**src/rtl/debug_display_unit.sv**
```systemverilog
// debug_display_unit: run/step control, memory/register viewer address and
// an 8-digit multiplexed 7-segment display for the pipelined CPU.
// Optional feature macro: DDU_PC_VIEW_EN (when defined, continuous run shows
// Show_PC on the display instead of the memory/register view).
module debug_display_unit #(
    parameter int SCAN_W = 16
) (
    input  logic        clk,
    input  logic        rst,
    input  logic        cont,
    input  logic        step,
    input  logic        inc,
    input  logic        dec,
    input  logic        mem,
    input  logic [31:0] Show_PC,
    input  logic [31:0] Show_DM_Data,
    input  logic [31:0] Show_RF_Data,
    output logic        cpu_run,
    output logic [31:0] Show_DM_Addr,
    output logic [4:0]  Show_RF_Addr,
    output logic [7:0]  addr_led,
    output logic [7:0]  an,
    output logic [7:0]  seg
);

    // Button index order: 0 = step, 1 = inc, 2 = dec.
    localparam int NBTN = 3;

    logic [NBTN-1:0]   w_btn;
    logic [NBTN-1:0]   r_sync1;
    logic [NBTN-1:0]   r_sync2;
    logic [NBTN-1:0]   r_hist;
    logic [NBTN-1:0]   w_pulse;
    logic              r_cpu_run;
    logic [7:0]        r_view_addr;
    logic [SCAN_W-1:0] r_scan;
    logic [2:0]        w_digit;
    logic [31:0]       w_value;
    logic [3:0]        w_nibble;
    logic [7:0]        w_glyph;
    logic [7:0]        r_an;
    logic [7:0]        r_seg;

    assign w_btn = {dec, inc, step};

    // Two-flop synchronizer plus history flop for every raw button.
    always_ff @(posedge clk) begin
        if (rst) begin
            r_sync1 <= '0;
            r_sync2 <= '0;
            r_hist  <= '0;
        end else begin
            r_sync1 <= w_btn;
            r_sync2 <= r_sync1;
            r_hist  <= r_sync2;
        end
    end

    // Rising-edge detect: one-cycle pulse per press, regardless of hold time.
    generate
        for (genvar gi = 0; gi < NBTN; gi++) begin : g_pulse
            assign w_pulse[gi] = r_sync2[gi] & ~r_hist[gi];
        end
    endgenerate

    // CPU clock enable: continuous level, or exactly one cycle per step press.
    always_ff @(posedge clk) begin
        if (rst) begin
            r_cpu_run <= 1'b0;
        end else begin
            r_cpu_run <= cont | w_pulse[0];
        end
    end

    // Viewer address: wraps modulo 256; coincident inc/dec cancel out.
    always_ff @(posedge clk) begin
        if (rst) begin
            r_view_addr <= 8'h00;
        end else begin
            case ({w_pulse[2], w_pulse[1]})
                2'b01:   r_view_addr <= r_view_addr + 8'd1;
                2'b10:   r_view_addr <= r_view_addr - 8'd1;
                default: r_view_addr <= r_view_addr;
            endcase
        end
    end

    assign cpu_run      = r_cpu_run;
    assign addr_led     = r_view_addr;
    assign Show_DM_Addr = {22'b0, r_view_addr, 2'b00};
    assign Show_RF_Addr = r_view_addr[4:0];

    // Free-running scan counter; its top three bits select the active digit.
    always_ff @(posedge clk) begin
        if (rst) begin
            r_scan <= '0;
        end else begin
            r_scan <= r_scan + 1'b1;
        end
    end

    assign w_digit = r_scan[SCAN_W-1 -: 3];

`ifdef DDU_PC_VIEW_EN
    // While running continuously, the PC is the most useful thing to watch.
    assign w_value = cont ? Show_PC : (mem ? Show_DM_Data : Show_RF_Data);
`else
    // Show_PC is deliberately not used in this build.
    logic w_unused_pc;
    assign w_unused_pc = ^Show_PC;
    assign w_value     = mem ? Show_DM_Data : Show_RF_Data;
`endif

    assign w_nibble = w_value[{w_digit, 2'b00} +: 4];

    // Hex glyphs, active-low {dp,g,f,e,d,c,b,a}; dp always off.
    always_comb begin
        w_glyph = 8'hFF;
        case (w_nibble)
            4'h0: w_glyph = 8'hC0;
            4'h1: w_glyph = 8'hF9;
            4'h2: w_glyph = 8'hA4;
            4'h3: w_glyph = 8'hB0;
            4'h4: w_glyph = 8'h99;
            4'h5: w_glyph = 8'h92;
            4'h6: w_glyph = 8'h82;
            4'h7: w_glyph = 8'hF8;
            4'h8: w_glyph = 8'h80;
            4'h9: w_glyph = 8'h90;
            4'hA: w_glyph = 8'h88;
            4'hB: w_glyph = 8'h83;
            4'hC: w_glyph = 8'hC6;
            4'hD: w_glyph = 8'hA1;
            4'hE: w_glyph = 8'h86;
            4'hF: w_glyph = 8'h8E;
            default: w_glyph = 8'hFF;
        endcase
    end

    // Registered anode/segment drive; blank during reset.
    always_ff @(posedge clk) begin
        if (rst) begin
            r_an  <= 8'hFF;
            r_seg <= 8'hFF;
        end else begin
            r_an  <= ~(8'd1 << w_digit);
            r_seg <= w_glyph;
        end
    end

    assign an  = r_an;
    assign seg = r_seg;

endmodule
```
**config.mk**
```make
export PLATFORM = sky130hd
export DESIGN_NAME = debug_display_unit
export DESIGN_NICKNAME = d
export VERILOG_FILES = /design/src/rtl/debug_display_unit.sv
export SDC_FILE = /design/constraint.sdc
export NUM_CORES = 1
export LEC_CHECK = 0
export ABC_AREA = 0
export CAP_MARGIN = 20
export CELL_PAD_IN_SITES_DETAIL_PLACEMENT = 0
export CELL_PAD_IN_SITES_GLOBAL_PLACEMENT = 2
export CORE_ASPECT_RATIO = 1.1
export CORE_UTILIZATION = 22
export DETAILED_ROUTE_END_ITERATION = 16
export PLACE_DENSITY_LB_ADDON = 0.1
export SLEW_MARGIN = 20
export SYNTH_ARGS = -nofsm -noshare
export SYNTH_HDL_FRONTEND = slang
export SYNTH_SLANG_ARGS = --single-unit
```
**constraint.sdc**
```tcl
create_clock -name clk -period 3.8 [get_ports clk]
set_input_delay 0.38 -clock clk [delete_from_list [all_inputs] [get_ports clk]]
set_output_delay 0.38 -clock clk [all_outputs]
set_load 0.01 [all_outputs]
```
==> results.yml, run 1 <==
timing:
  hold_viol_final: 0
  timing.final.max_slew_violations: 0
  fin_tns_setup_ns: 0
  slew_headroom_pct: 59.5
  finalCritPeriodShare_pct: 78.7
  setup_repair_after_global_routing_missed_its_margin: "no"
  worst_slew_pin_slew_ns: 0.607
  period_needed_ns: 2.99
  fmax_ghz: 0.334
  fin_worst_skew_ns: 0.00899
  finalSetupViolations: 0
  setup_slack_after_layout_ns: 0.809
routing:
  routedWlPerCell_um: 13.0
  drc: 0
  num_vias: 2490
  avgViaCountPerCell: 4.20
  dr.first_iter.drc_count: 92
  first_pass_iters: 4
  drt-total-wl_um: 7700
  drt.antenna.violating_nets: 0
floorplan:
  top_ports: 165
  core_area_um2: 13300
  fp.dieArea_um2: 14100
  floorplan.die.width_um: 113
  placementRows: 44
  initial_core_utilization_pct: 22.7
  die_height_um: 125
global_route:
  antenna_violations_before_repair: 0
  grt_max_degree: 27
  global_route.usage.total_pct: 11.5
  first_global_vias: 2540
  globalRoute.totalOverflow: 0
  grt_first_pass_wirelength_um: 12800
synth:
  syn-mean-instance-area_um2: 9.42
  ys.warnings.count: 0
  ys_seq_elements: 49
  synth.largest_area_cell: "sky130_fd_sc_hd__dfxtp_1"
  async_reset_ff_share_pct: 0
  post-synth-top-area-fraction_pct: 32.6
  netlist-cell-type-count: 49
  netlist_top_cells_area: "sky130_fd_sc_hd__dfxtp_1 33%, sky130_fd_sc_hd__buf_4 9.5%, sky130_fd_sc_hd__mux4_1 8.7%, sky130_fd_sc_hd__mux4_2 4.5%, sky130_fd_sc_hd__nor2_1 4.4%"
  flip_flop_cell_with_the_highest_count_after_synthesis: "sky130_fd_sc_hd__dfxtp_1"
  share_of_the_yosys_chip_area_belonging_to_registers_pct: 32.6
  mapped_cell_area_um2: 3010
  synth_cells: 319
  synth-edff-count: 0
finish:
  area_growth_syn_to_layout_pct: 40.5
  share_of_post_route_cells_with_drive_strength_above_1_pct: 6.36
  instances_no_fill: 593
  fin_area_um2: 4220
  finish.net_count: 519
  antenna-diode-count: 0
setup_path:
  crit_path_cell_trace: "mux4_1 > a22o_1 > a221oi_2 > inv_1 > ha_1 > nand2_1 > o21ai_0 > a221o_1"
  worstReg2RegEnd: "seg[5]"
  timing.critical_path.to_type: "flop"
  ff2ff_setup_slack_ns: 0.81
  worst-path-max-fanout: 11
  critPathSlowestCell: "sky130_fd_sc_hd__dfxtp_1"
  critPathArrivalTime_ns: 3.16
  r2r-start: "r_scan[13]"
  crit_required_ns: 3.97
  worst-setup-path-type: "flop to flop"
  worst_path_largest_cell_delay_ns: 0.71
  worstSetupStartpointType: "flop"
  reg2reg_depth: 8
power_and_ir_drop:
  p_leak_uw: 0.00157
  power.density_nw_per_um2: 310
  irDropWorstVdd_mv: 0.189
  power.total_uw: 1310
place:
  dp_slack_ns: 0.792
  gp_congestion: 0.724
  numPlacedInstances: 585
  port_buffers: 107
  place_hpwl_um: 5970
  placedInstanceArea_um2: 4050
clock_tree:
  cts_made_buffers: 5
  tritoncts_num_sinks: 49
  worstSkewPairLatency_ns: 0.29
  clk_transition_reported_paths_ns: 0.07
  clock_path_buffers: 2
  post_cts_resize_count: 0
  post_cts_setup_repair_bufs: 0
  cts-htree-levels: 2
  cts_tree: "done"
  cts.hold.buffers_added: 0
  cts-root-buf: "sky130_fd_sc_hd__clkbuf_16"
worst_hold_path:
  hold_end: "r_sync2[2]"
  worst_hold_path_stage_count: 1
  timing.hold.worst.class: "flop to flop"
  holdCritStartpoint: "r_sync1[2]"
run:
  timing.max_cap.violations: 0
outcome:
  status: "finished, final reports clean"
-- layout by cell type, fill, tap and decap left out, drive strengths merged, types with 2 or more instances in the layout --
| cell | netlist | final |
|---|---|---|
| a211oi | 2 | 2 |
| a21oi | 14 | 14 |
| a221o | 3 | 3 |
| a221oi | 4 | 4 |
| a22o | 4 | 4 |
| a2bb2oi | 2 | 2 |
| a31oi | 3 | 3 |
| and3 | 4 | 4 |
| buf | 48 | 8 |
| clkbuf | 8 | 5 |
| clkdlybuf4s50 | 0 | 107 |
| conb | 2 | 25 |
| dfxtp | 49 | 49 |
| ha | 8 | 8 |
| inv | 5 | 6 |
| mux2i | 3 | 3 |
| mux4 | 16 | 16 |
| nand2 | 21 | 21 |
| nand2b | 4 | 4 |
| nand3 | 9 | 9 |
| nand4 | 3 | 3 |
| nor2 | 36 | 36 |
| nor2b | 17 | 17 |
| nor3 | 3 | 3 |
| nor3b | 2 | 2 |
| o21ai | 12 | 12 |
| o31ai | 2 | 2 |
| or3 | 6 | 6 |
| xnor2 | 7 | 7 |
| xor2 | 12 | 12 |
-- power by group --
part	leakage (uW)	internal (uW)	switching (uW)
combinational	0.00108	146	97.8
sequential	0.000401	534	16.4
clock	0.0000842	312	202
-- per-layer routing --
metal	vias up	global-route usage, %	routed length [um]
met2	116	18.7	3640
li1	1238	-	-
met5	-	0	0
met1	1128	13.7	3190
met3	8	4.28	728
met4	0	4.26	142
-- Yosys cell counts (2+ instances only) --
master,number
sky130_fd_sc_hd__dfxtp_1,49
sky130_fd_sc_hd__buf_4,38
sky130_fd_sc_hd__nor2_1,35
sky130_fd_sc_hd__nand2_1,21
sky130_fd_sc_hd__nor2b_1,17
sky130_fd_sc_hd__a21oi_1,14
sky130_fd_sc_hd__xor2_1,12
sky130_fd_sc_hd__o21ai_0,11
sky130_fd_sc_hd__mux4_1,10
sky130_fd_sc_hd__nand3_1,9
sky130_fd_sc_hd__clkbuf_1,8
sky130_fd_sc_hd__ha_1,8
sky130_fd_sc_hd__xnor2_1,7
sky130_fd_sc_hd__mux4_2,6
sky130_fd_sc_hd__or3_1,6
sky130_fd_sc_hd__inv_1,5
sky130_fd_sc_hd__a22o_1,4
sky130_fd_sc_hd__and3_1,4
sky130_fd_sc_hd__nand2b_1,4
sky130_fd_sc_hd__a221o_1,3
sky130_fd_sc_hd__a31oi_1,3
sky130_fd_sc_hd__buf_1,3
sky130_fd_sc_hd__buf_2,3
sky130_fd_sc_hd__mux2i_1,3
sky130_fd_sc_hd__nand4_1,3
sky130_fd_sc_hd__nor3_1,3
sky130_fd_sc_hd__a211oi_1,2
sky130_fd_sc_hd__a221oi_1,2
sky130_fd_sc_hd__a2bb2oi_1,2
sky130_fd_sc_hd__buf_6,2
sky130_fd_sc_hd__conb_1,2
sky130_fd_sc_hd__nor3b_1,2
sky130_fd_sc_hd__o31ai_1,2
-- critical path, delay by kind of cell, from the launching register on --
kind	cells	cell delay, ns
muxes	1	0.64
DFF	1	0.71
buffers and inverters	1	0.15
AOI/OAI and AO/OA	4	1.01
and+or+nand+nor	1	0.08
adders and majority gates	1	0.27
-- metrics by stage --
step           util (%)  hold slack (ns)
3_3_place_gp       30.6            0.424
4_1_cts            31.8            0.435
6_report           31.8            0.431
2_1_floorplan         -            0.414
5_1_grt            31.8            0.464
3_5_place_dp       30.6            0.427
-- state kept, by name, indices dropped and copies added, names as in the netlist --
signal	flops
addr_led	8
cpu_run	1
an	8
r_sync2	3
r_scan	16
seg	7
r_sync1	3
r_hist	3
-- worst max path at each step --
stage                     cells after the start        from          end
after CTS                                     8  r_scan[13]       seg[5]
after floorplan                              12  r_sync2[2]  addr_led[4]
after global routing                          8  r_scan[13]       seg[5]
after global placement                        8  r_scan[13]       seg[5]
after detailed placement                      8  r_scan[13]       seg[5]
final                                         8  r_scan[13]       seg[5]
-- logic make-up (layout without fill, tap and decap cells) --
kind of cell,Yosys count,after routing,synth area share (%)
buffers and inverters,61,128,13.9
DFF,49,49,32.6
and+or+nand+nor,111,111,18.4
xor gates and xnor gates,19,19,5.54
AOI/OAI and AO/OA,50,50,11.7
other,2,25,0.250
adders and majority gates,8,8,3.33
muxes,19,19,14.2
-- area by class of cell --
class / instances / area, um^2
fillers: 1413 / 9040
multi-input cells: 232 / 1690
repair buffers: 115 / 1130
flip-flops and latches: 49 / 981
well taps: 184 / 230
clock buffers: 5 / 125
clock inverters: 3 / 43.8
inverters: 5 / 18.8
Power figures use the tool's default switching activity.
==> run 2, diff against run 1 <==
CORE_UTILIZATION = 19   (was 22)
clock period = 2.5 ns   (was 3.8 ns; I/O delays follow)
==> run 2 against run 1 <==
Effect of this change: first-iteration DRC count is 33% higher; sequential cell count stayed put; routed wire length is 2.5% higher; sequential share of layout area is 1.3 points lower; via count is 3.7% higher; clock skew is 0.0019 ns higher; register-to-register slack worse by 0.71 ns; final area is 6.1% higher; global-route usage is 1.7 points lower; core utilization is 2.4 points lower; critical endpoint is now seg[4]; maximum frequency is 25% higher; highest routed layer unchanged; clock-buffer cell count stayed put; largest power group unchanged.
==> results.yml, run 2 (synthesis results as in run 1) <==
clock_tree:
  tritoncts_num_sinks: 49
  clock_path_buffers: 2
  cts-htree-levels: 2
  cts.hold.buffers_added: 0
  cts_tree: "done"
  worstSkewPairLatency_ns: 0.29
  cts-root-buf: "sky130_fd_sc_hd__clkbuf_16"
  cts_made_buffers: 5
  clk_transition_reported_paths_ns: 0.07
global_route:
  antenna_violations_before_repair: 0
  globalRoute.totalOverflow: 0
  grt_max_degree: 47
  first_global_vias: 2664
  grt_first_pass_wirelength_um: 12700
  global_route.usage.total_pct: 9.82
setup_path:
  crit_required_ns: 2.67
  reg2reg_depth: 8
  worst-setup-path-type: "flop to flop"
  worstReg2RegEnd: "seg[4]"
  crit_path_cell_trace: "buf_12 > buf_6 > mux4_2 > a221oi_4 > buf_6 > ha_2 > mux2i_1 > a221o_1"
  worst_path_largest_cell_delay_ns: 0.53
  critPathSlowestCell: "sky130_fd_sc_hd__mux4_2"
  ff2ff_setup_slack_ns: 0.1
  r2r-start: "r_scan[13]"
  timing.critical_path.to_type: "flop"
  worst-path-max-fanout: 6
  critPathArrivalTime_ns: 2.57
  cpMostUsedCell: "sky130_fd_sc_hd__buf_6"
  worstSetupStartpointType: "flop"
worst_hold_path:
  hold_end: "r_sync2[1]"
  holdCritStartpoint: "r_sync1[1]"
  timing.hold.worst.class: "flop to flop"
  worst_hold_path_stage_count: 1
outcome:
  status: "finished, final reports clean"
timing:
  fmax_ghz: 0.416
  finalCritPeriodShare_pct: 96.1
  hold_viol_final: 0
  setup_repair_after_global_routing_missed_its_margin: "yes"
  finalSetupViolations: 0
  period_needed_ns: 2.40
  timing.final.max_slew_violations: 0
  fin_worst_skew_ns: 0.0108
routing:
  first_pass_iters: 4
  num_vias: 2582
  avgViaCountPerCell: 4.14
  drc: 0
  routedWlPerCell_um: 12.7
  dr.first_iter.drc_count: 122
  drt-total-wl_um: 7900
  drt.antenna.violating_nets: 0
finish:
  finish.net_count: 537
  instances_no_fill: 623
  share_of_post_route_cells_with_drive_strength_above_1_pct: 13.6
  filler_cell_count: 1618
  layout.cells.most_common_list: "107 x sky130_fd_sc_hd__clkdlybuf4s50_1, 48 x sky130_fd_sc_hd__dfxtp_1, 35 x sky130_fd_sc_hd__nor2_1"
  antenna-diode-count: 0
  largest_reg_flops: 16
  area_growth_syn_to_layout_pct: 49.1
  fin_area_um2: 4480
  register_with_the_highest_flop_count: "r_scan"
  most_common_cell_after_layout_fill_and_taps_aside: "sky130_fd_sc_hd__clkdlybuf4s50_1"
place:
  placedInstanceArea_um2: 4200
  gp_congestion: 0.698
  port_buffers: 107
  place_hpwl_um: 6010
  numPlacedInstances: 608
floorplan:
  die_height_um: 134
  initial_core_utilization_pct: 19.7
  core_area_um2: 15200
  top_ports: 165
  fp.dieArea_um2: 16300
  placementRows: 47
  floorplan.die.width_um: 122
power_and_ir_drop:
  irDropWorstVdd_mv: 0.292
  p_leak_uw: 0.00167
  power.density_nw_per_um2: 454
run:
  timing.max_cap.violations: 0
==> run 2: worst max path at each step <==
stage                           from      to  slack, ns  cells after the start
floorplan                 r_scan[13]  seg[5]       0.02                     10
global placement    Show_DM_Data[13]  seg[5]      -0.11                      9
detailed placement   Show_DM_Data[5]  seg[5]      -0.14                      9
CTS                       r_scan[13]  seg[5]       0.02                      9
global route              r_scan[13]  seg[0]      -0.02                      8
finish                    r_scan[13]  seg[4]        0.1                      8
==> run 2: final cells by class <==
| type | count | area, um^2 | share of cell area (%) |
|---|---|---|---|
| multi-input cells | 232 | 1720 | 38.5 |
| repair buffers | 133 | 1340 | 29.8 |
| flip-flops and latches | 49 | 985 | 22.0 |
| well taps | 196 | 245 | 5.47 |
| clock buffers | 5 | 125 | 2.79 |
| clock inverters | 3 | 47.5 | 1.06 |
| inverters | 5 | 18.8 | 0.419 |
==> run 2: what timing repair did <==
item | CTS | global route
hold endpoints to repair | 0 | 0
endpoints found under the setup margin | 3 | 7
buffers inserted | 0 | 6
gates cloned | 0 | 1
pin swaps | 1 | 6
resized for setup | 4 | 17
==> run 2: routing by layer <==
metal,GRT usage (%),up-vias,part of all wire [%]
met3,3.74,6,9.4
met5,0,-,0
li1,-,1272,-
met1,10.9,1197,40
met2,17.2,107,49
met4,2.88,0,1.2
==> run 2: critical path: cells and delay by family, from the launching register on <==
kind	cells	cell delay, ns
compound gates	2	0.68
fa+ha+maj	1	0.19
buf+inv	3	0.40
mux	2	0.60
flops	1	0.39
==> run 2: metrics by stage <==
step	hold WS (ns)	setup TNS, ns	setup slack [ns]	total power (uW)	utilization [%]
after global placement	0.430	-0.202	-0.113	1250	27.5
after CTS	0.441	0	0.0178	2070	28.7
after detailed placement	0.424	-0.281	-0.144	1250	27.5
after global routing	0.457	-0.0687	-0.0216	2140	29.4
after floorplan	0.367	0	0.0161	1070	-
final	0.436	0	0.0985	2030	29.4
==> run 2: report_power, final <==
group	total, uW	internal, uW	switching [uW]
clock	798	480	318
sequential	832	810	22.4
combinational	404	244	160
==> run 3, diff against run 2 <==
CORE_UTILIZATION = 32   (was 19)
DONT_BUFFER_PORTS = 1   (was default)
==> run 3 against run 2 <==
Effect of this change: non-clock buffer count shrank 107; clock power shrank 27%; sequential power is 0.6% higher; clock-buffer cell count grew 2; cell count fell by 30%; sequential cell count did not move; total power down 19%; critical path type unchanged; critical path depth rose by 1; first-iteration DRC count is 70% lower; worst hold slack got worse by 0.42 ns; maximum frequency is essentially flat; die area is 40% lower; largest cell class unchanged.
==> results.yml, run 3 (synthesis results as in run 1) <==
run:
  timing.max_cap.violations: 0
routing:
  avgViaCountPerCell: 4.94
  num_vias: 2145
  dr.first_iter.drc_count: 36
  drc: 0
  routedWlPerCell_um: 15.2
  drt.antenna.violating_nets: 0
  drt-total-wl_um: 6600
  first_pass_iters: 4
place:
  gp_congestion: 0.717
  placedInstanceArea_um2: 3010
  numPlacedInstances: 421
  place_hpwl_um: 4560
  port_buffers: 0
timing:
  finalCritPeriodShare_pct: 96.1
  timing.final.max_slew_violations: 0
  worst_slew_pin_slew_ns: 0.738
  finalSetupViolations: 0
  slew_headroom_pct: 50.7
  hold_viol_final: 0
  fin_worst_skew_ns: 0.00734
  fmax_ghz: 0.416
  period_needed_ns: 2.40
  fin_tns_setup_ns: 0
floorplan:
  fp.dieArea_um2: 9780
  die_height_um: 104
  initial_core_utilization_pct: 33.4
  core_area_um2: 9010
  floorplan.die.width_um: 94.4
  placementRows: 36
  top_ports: 165
global_route:
  first_global_vias: 1989
  grt_max_degree: 45
  globalRoute.totalOverflow: 0
  antenna_violations_before_repair: 0
  grt_first_pass_wirelength_um: 9950
  global_route.usage.total_pct: 12.9
setup_path:
  worst-path-max-fanout: 8
  worstSetupStartpointType: "flop"
  critPathArrivalTime_ns: 2.59
  crit_required_ns: 2.69
  r2r-start: "r_scan[13]"
  worst-setup-path-type: "flop to flop"
  timing.critical_path.to_type: "flop"
  worst_setup_path_startpoint: "r_scan[13]"
clock_tree:
  clock_path_buffers: 2
  cts-root-buf: "sky130_fd_sc_hd__clkbuf_8"
  clk_transition_reported_paths_ns: 0.09
  worstSkewPairLatency_ns: 0.30
  post_cts_setup_repair_bufs: 0
  cts_tree: "done"
  cts_made_buffers: 5
  tritoncts_num_sinks: 49
  cts-htree-levels: 2
finish:
  most_common_cell_after_layout_fill_and_taps_aside: "sky130_fd_sc_hd__dfxtp_1"
  fin_area_um2: 3210
  share_of_post_route_cells_with_drive_strength_above_1_pct: 14.7
  finish.net_count: 430
  register_with_the_highest_flop_count: "r_scan"
  largest_reg_flops: 16
  antenna-diode-count: 0
  area_growth_syn_to_layout_pct: 6.95
  instances_no_fill: 434
  layout.cells.most_common_list: "48 x sky130_fd_sc_hd__dfxtp_1, 35 x sky130_fd_sc_hd__nor2_1, 25 x sky130_fd_sc_hd__conb_1"
  final_core_utilization_pct: 35.7
worst_hold_path:
  timing.hold.worst.class: "primary input to flop"
  holdCritStartpoint: "rst"
power_and_ir_drop:
  p_leak_uw: 0.00122
  power.density_nw_per_um2: 511
  power.total_uw: 1640
  irDropWorstVdd_mv: 0.181
outcome:
  status: "finished, final reports clean"
## run 3: changes by cell type in the layout (fill, tap and decap cells not counted), moves of 2 or more
cell	change
sky130_fd_sc_hd__buf_12	-2
sky130_fd_sc_hd__buf_6	-2
sky130_fd_sc_hd__clkbuf_16	-5
sky130_fd_sc_hd__clkbuf_8	+6
sky130_fd_sc_hd__clkdlybuf4s50_1	-107
sky130_fd_sc_hd__dlygate4sd3_1	+4
sky130_fd_sc_hd__inv_6	-2
## run 3: critical path, stage by stage, from the launching register on
cell                       delay [ns]
sky130_fd_sc_hd__dfxtp_4         0.38
sky130_fd_sc_hd__buf_12          0.13
sky130_fd_sc_hd__buf_6           0.13
sky130_fd_sc_hd__mux4_2          0.53
sky130_fd_sc_hd__a221oi_4        0.37
sky130_fd_sc_hd__inv_2           0.10
sky130_fd_sc_hd__ha_4            0.18
sky130_fd_sc_hd__nand2_1         0.06
sky130_fd_sc_hd__o21ai_1         0.08
sky130_fd_sc_hd__a221o_1         0.34
## run 3: final timing paths
kind	endpoint	slack (ns)	depth (start not counted)
max	seg[5]	0.1	9
min	r_scan[12]	0.02	1
max reg2reg	seg[5]	0.1	9
min reg2reg	r_sync2[2]	0.45	1
## run 3: metrics by stage
step / setup WS (ns) / hold slack [ns]
final: 0.0987 / 0.0202
after floorplan: 0.0161 / 0.367
after CTS: 0.0189 / 0.000853
after detailed placement: -0.0481 / 0.329
after global placement: -0.0309 / 0.327
after global routing: -0.000516 / 0.000505
## run 3: repair_timing
| action | in CTS | in global routing |
|---|---|---|
| setup endpoints to repair | 1 | 4 |
| gates resized for setup | 2 | 10 |
| pin swaps | 0 | 3 |
| hold endpoints to repair | 3 | 18 |
| cloned | 0 | 1 |
| hold buffers | 2 | 2 |
## run 3: cell type report
type	count	area, um^2
Fill cell	961	5790
Multi-Input combinational cell	232	1710
Sequential cell	49	985
Timing Repair Buffer	26	243
Tap cell	114	143
Clock buffer	7	86.3
Clock inverter	1	30.0
Inverter	5	18.8
## run 3: per-layer routing
| layer | vias to the layer above | wire (um) | global-route usage (%) |
|---|---|---|---|
| met1 | 1015 | 3230 | 18.7 |
| met2 | 68 | 2910 | 18.7 |
| met3 | 6 | 401 | 3.67 |
| li1 | 1056 | - | - |
| met4 | 0 | 60 | 2.97 |
| met5 | - | 0 | 0 |
## run 3: report_power, final
| part | internal [uW] | switching (uW) |
|---|---|---|
| Combinational | 101 | 123 |
| Clock | 326 | 256 |
| Sequential | 810 | 27.3 |
==> variant (config.mk and constraints of run 1) <==
The parameter `SCAN_W` goes from 16 to 18.
--- a/src/rtl/debug_display_unit.sv
+++ b/src/rtl/debug_display_unit.sv
@@ -3,7 +3,7 @@
 // Optional feature macro: DDU_PC_VIEW_EN (when defined, continuous run shows
 // Show_PC on the display instead of the memory/register view).
 module debug_display_unit #(
-    parameter int SCAN_W = 16
+    parameter int SCAN_W = 18
 ) (
     input  logic        clk,
     input  logic        rst,
Check against the original RTL: same outputs for any inputs over 10 cycles, from zero or initial values and one cycle with rst high; that may be too few to reach the edited logic, so the function may still have changed.
==> variant against run 1 <==
- critical path depth up 2
- sequential cell count grew 2
- wire length grew 3.2%
- final area increased by 3.0%
- sequential share of layout area up 0.25 points
- total power increased by 3.1%
- worst setup slack better by 49 ps
- area after synthesis rose by 3.7%
- largest cell class unchanged
- global-route usage is 0.16 points lower
- first-iteration DRC count down 17%
==> variant: results (changes against run 1) <==
[grt]
grt_max_degree=23  ; was 27
use_met3_pct=2.48  ; was 4.28%
first_global_vias=2535  ; was 2,540
grt_first_pass_wirelength_mm=12.8  ; about the same

[setup_path]
path_max_fanout=8  ; was 11
arrival_ps=3120  ; was 3160 ps
critPathSlowestCell=clkdlybuf4s50_1  ; was dfxtp_1
r2r_cells=7  ; was 8
critPathLaunch=mem  ; was r_scan[13]$_SDFF_PP0_
rr_startpoint=r_scan[16]$_SDFF_PP0_  ; was r_scan[13]$_SDFF_PP0_
rrSetupSlack_ps=1060  ; was 810 ps

[synth]
ys_types=48  ; was 49
synthTopCellsByCount=51 x dfxtp_1, 40 x buf_4, 28 x nor2_1, 22 x nand2_1, 16 x nor2b_1  ; was 49 x dfxtp_1, 38 x buf_4, 35 x nor2_1, 21 x nand2_1, 17 x nor2b_1
netlist_instances=336  ; was 319
synth_area_leaders=dfxtp_1 33%, buf_4 9.6%, mux4_2 5.8%  ; was dfxtp_1 33%, buf_4 9.5%, mux4_1 8.7%

[final_layout]
drive_gt1_share_pct=7.80  ; was 6.36%
fill_cells=1453  ; was 1,413
final_cell_count_no_fill=611  ; was 593
largest_reg_flops=18  ; was 16

[drt]
num_vias=2550  ; was 2,490
dr.first_iter.drc_count=76  ; was 92
met3_length_um=407  ; was 728 um
wl_met1_mm=3.34  ; was 3.19 mm
met2_length_mm=4.08  ; was 3.64 mm

[power]
p_leak_nw=1.59  ; was 1.57 nW

[timing]
worstMarginPinSlew_ps=803  ; was 607 ps

[placement]
place_area_sq_um=4180  ; was 4050 sq um
place_ws_ps=510  ; was 792 ps
post-place-cells=603  ; was 585

[outcome]
outcome=finished clean  ; unchanged

[variant: changes by cell type after synthesis, sizes merged, moves of 3 or more]
cell / delta
mux2i: +6
or3: +4
a22o: -4
mux2: +3
nor2: -8
buf: +4
nand2b: +7
[variant: logic make-up after synthesis]
logic type	count (synthesis)	share of synthesized area, %
simple gates	113	18.8
buf+inv	64	13.0
compound gates	54	11.6
flops	51	32.8
mux	26	15.3
xor+xnor	18	5.06
fa+ha+maj	8	3.21
other cells	2	0.241
[variant: how the worst min path moves through the flow]
| stage | start | cells past startpoint | slack [ps] | endpoint |
|---|---|---|---|---|
| after floorplan | r_sync1[0]$_SDFF_PP0_ | 1 | 410 | r_sync2[0]$_SDFF_PP0_ |
| after global placement | r_sync1[0]$_SDFF_PP0_ | 1 | 430 | r_sync2[0]$_SDFF_PP0_ |
| after detailed placement | r_sync1[0]$_SDFF_PP0_ | 1 | 420 | r_sync2[0]$_SDFF_PP0_ |
| after CTS | r_sync1[0]$_SDFF_PP0_ | 1 | 440 | r_sync2[0]$_SDFF_PP0_ |
| after global routing | r_sync1[1]$_SDFF_PP0_ | 1 | 460 | r_sync2[1]$_SDFF_PP0_ |
| final | r_sync1[0]$_SDFF_PP0_ | 1 | 440 | r_sync2[0]$_SDFF_PP0_ |
[variant: layout make-up]
cell class / count / area, sq um / area share [%]
inverters: 6 / 22.5 / 0.518
flip-flops and latches: 51 / 1020 / 23.5
multi-input cells: 244 / 1780 / 40.9
repair buffers: 114 / 1120 / 25.8
clock buffers: 5 / 125 / 2.88
clock inverters: 3 / 43.8 / 1.01
well taps: 188 / 235 / 5.41
[variant: report_power, final]
part	total [W]	switching, W	internal [W]
clock network	0.000520	0.000209	0.000311
registers	0.000571	0.0000161	0.000555
logic	0.000258	0.000101	0.000157
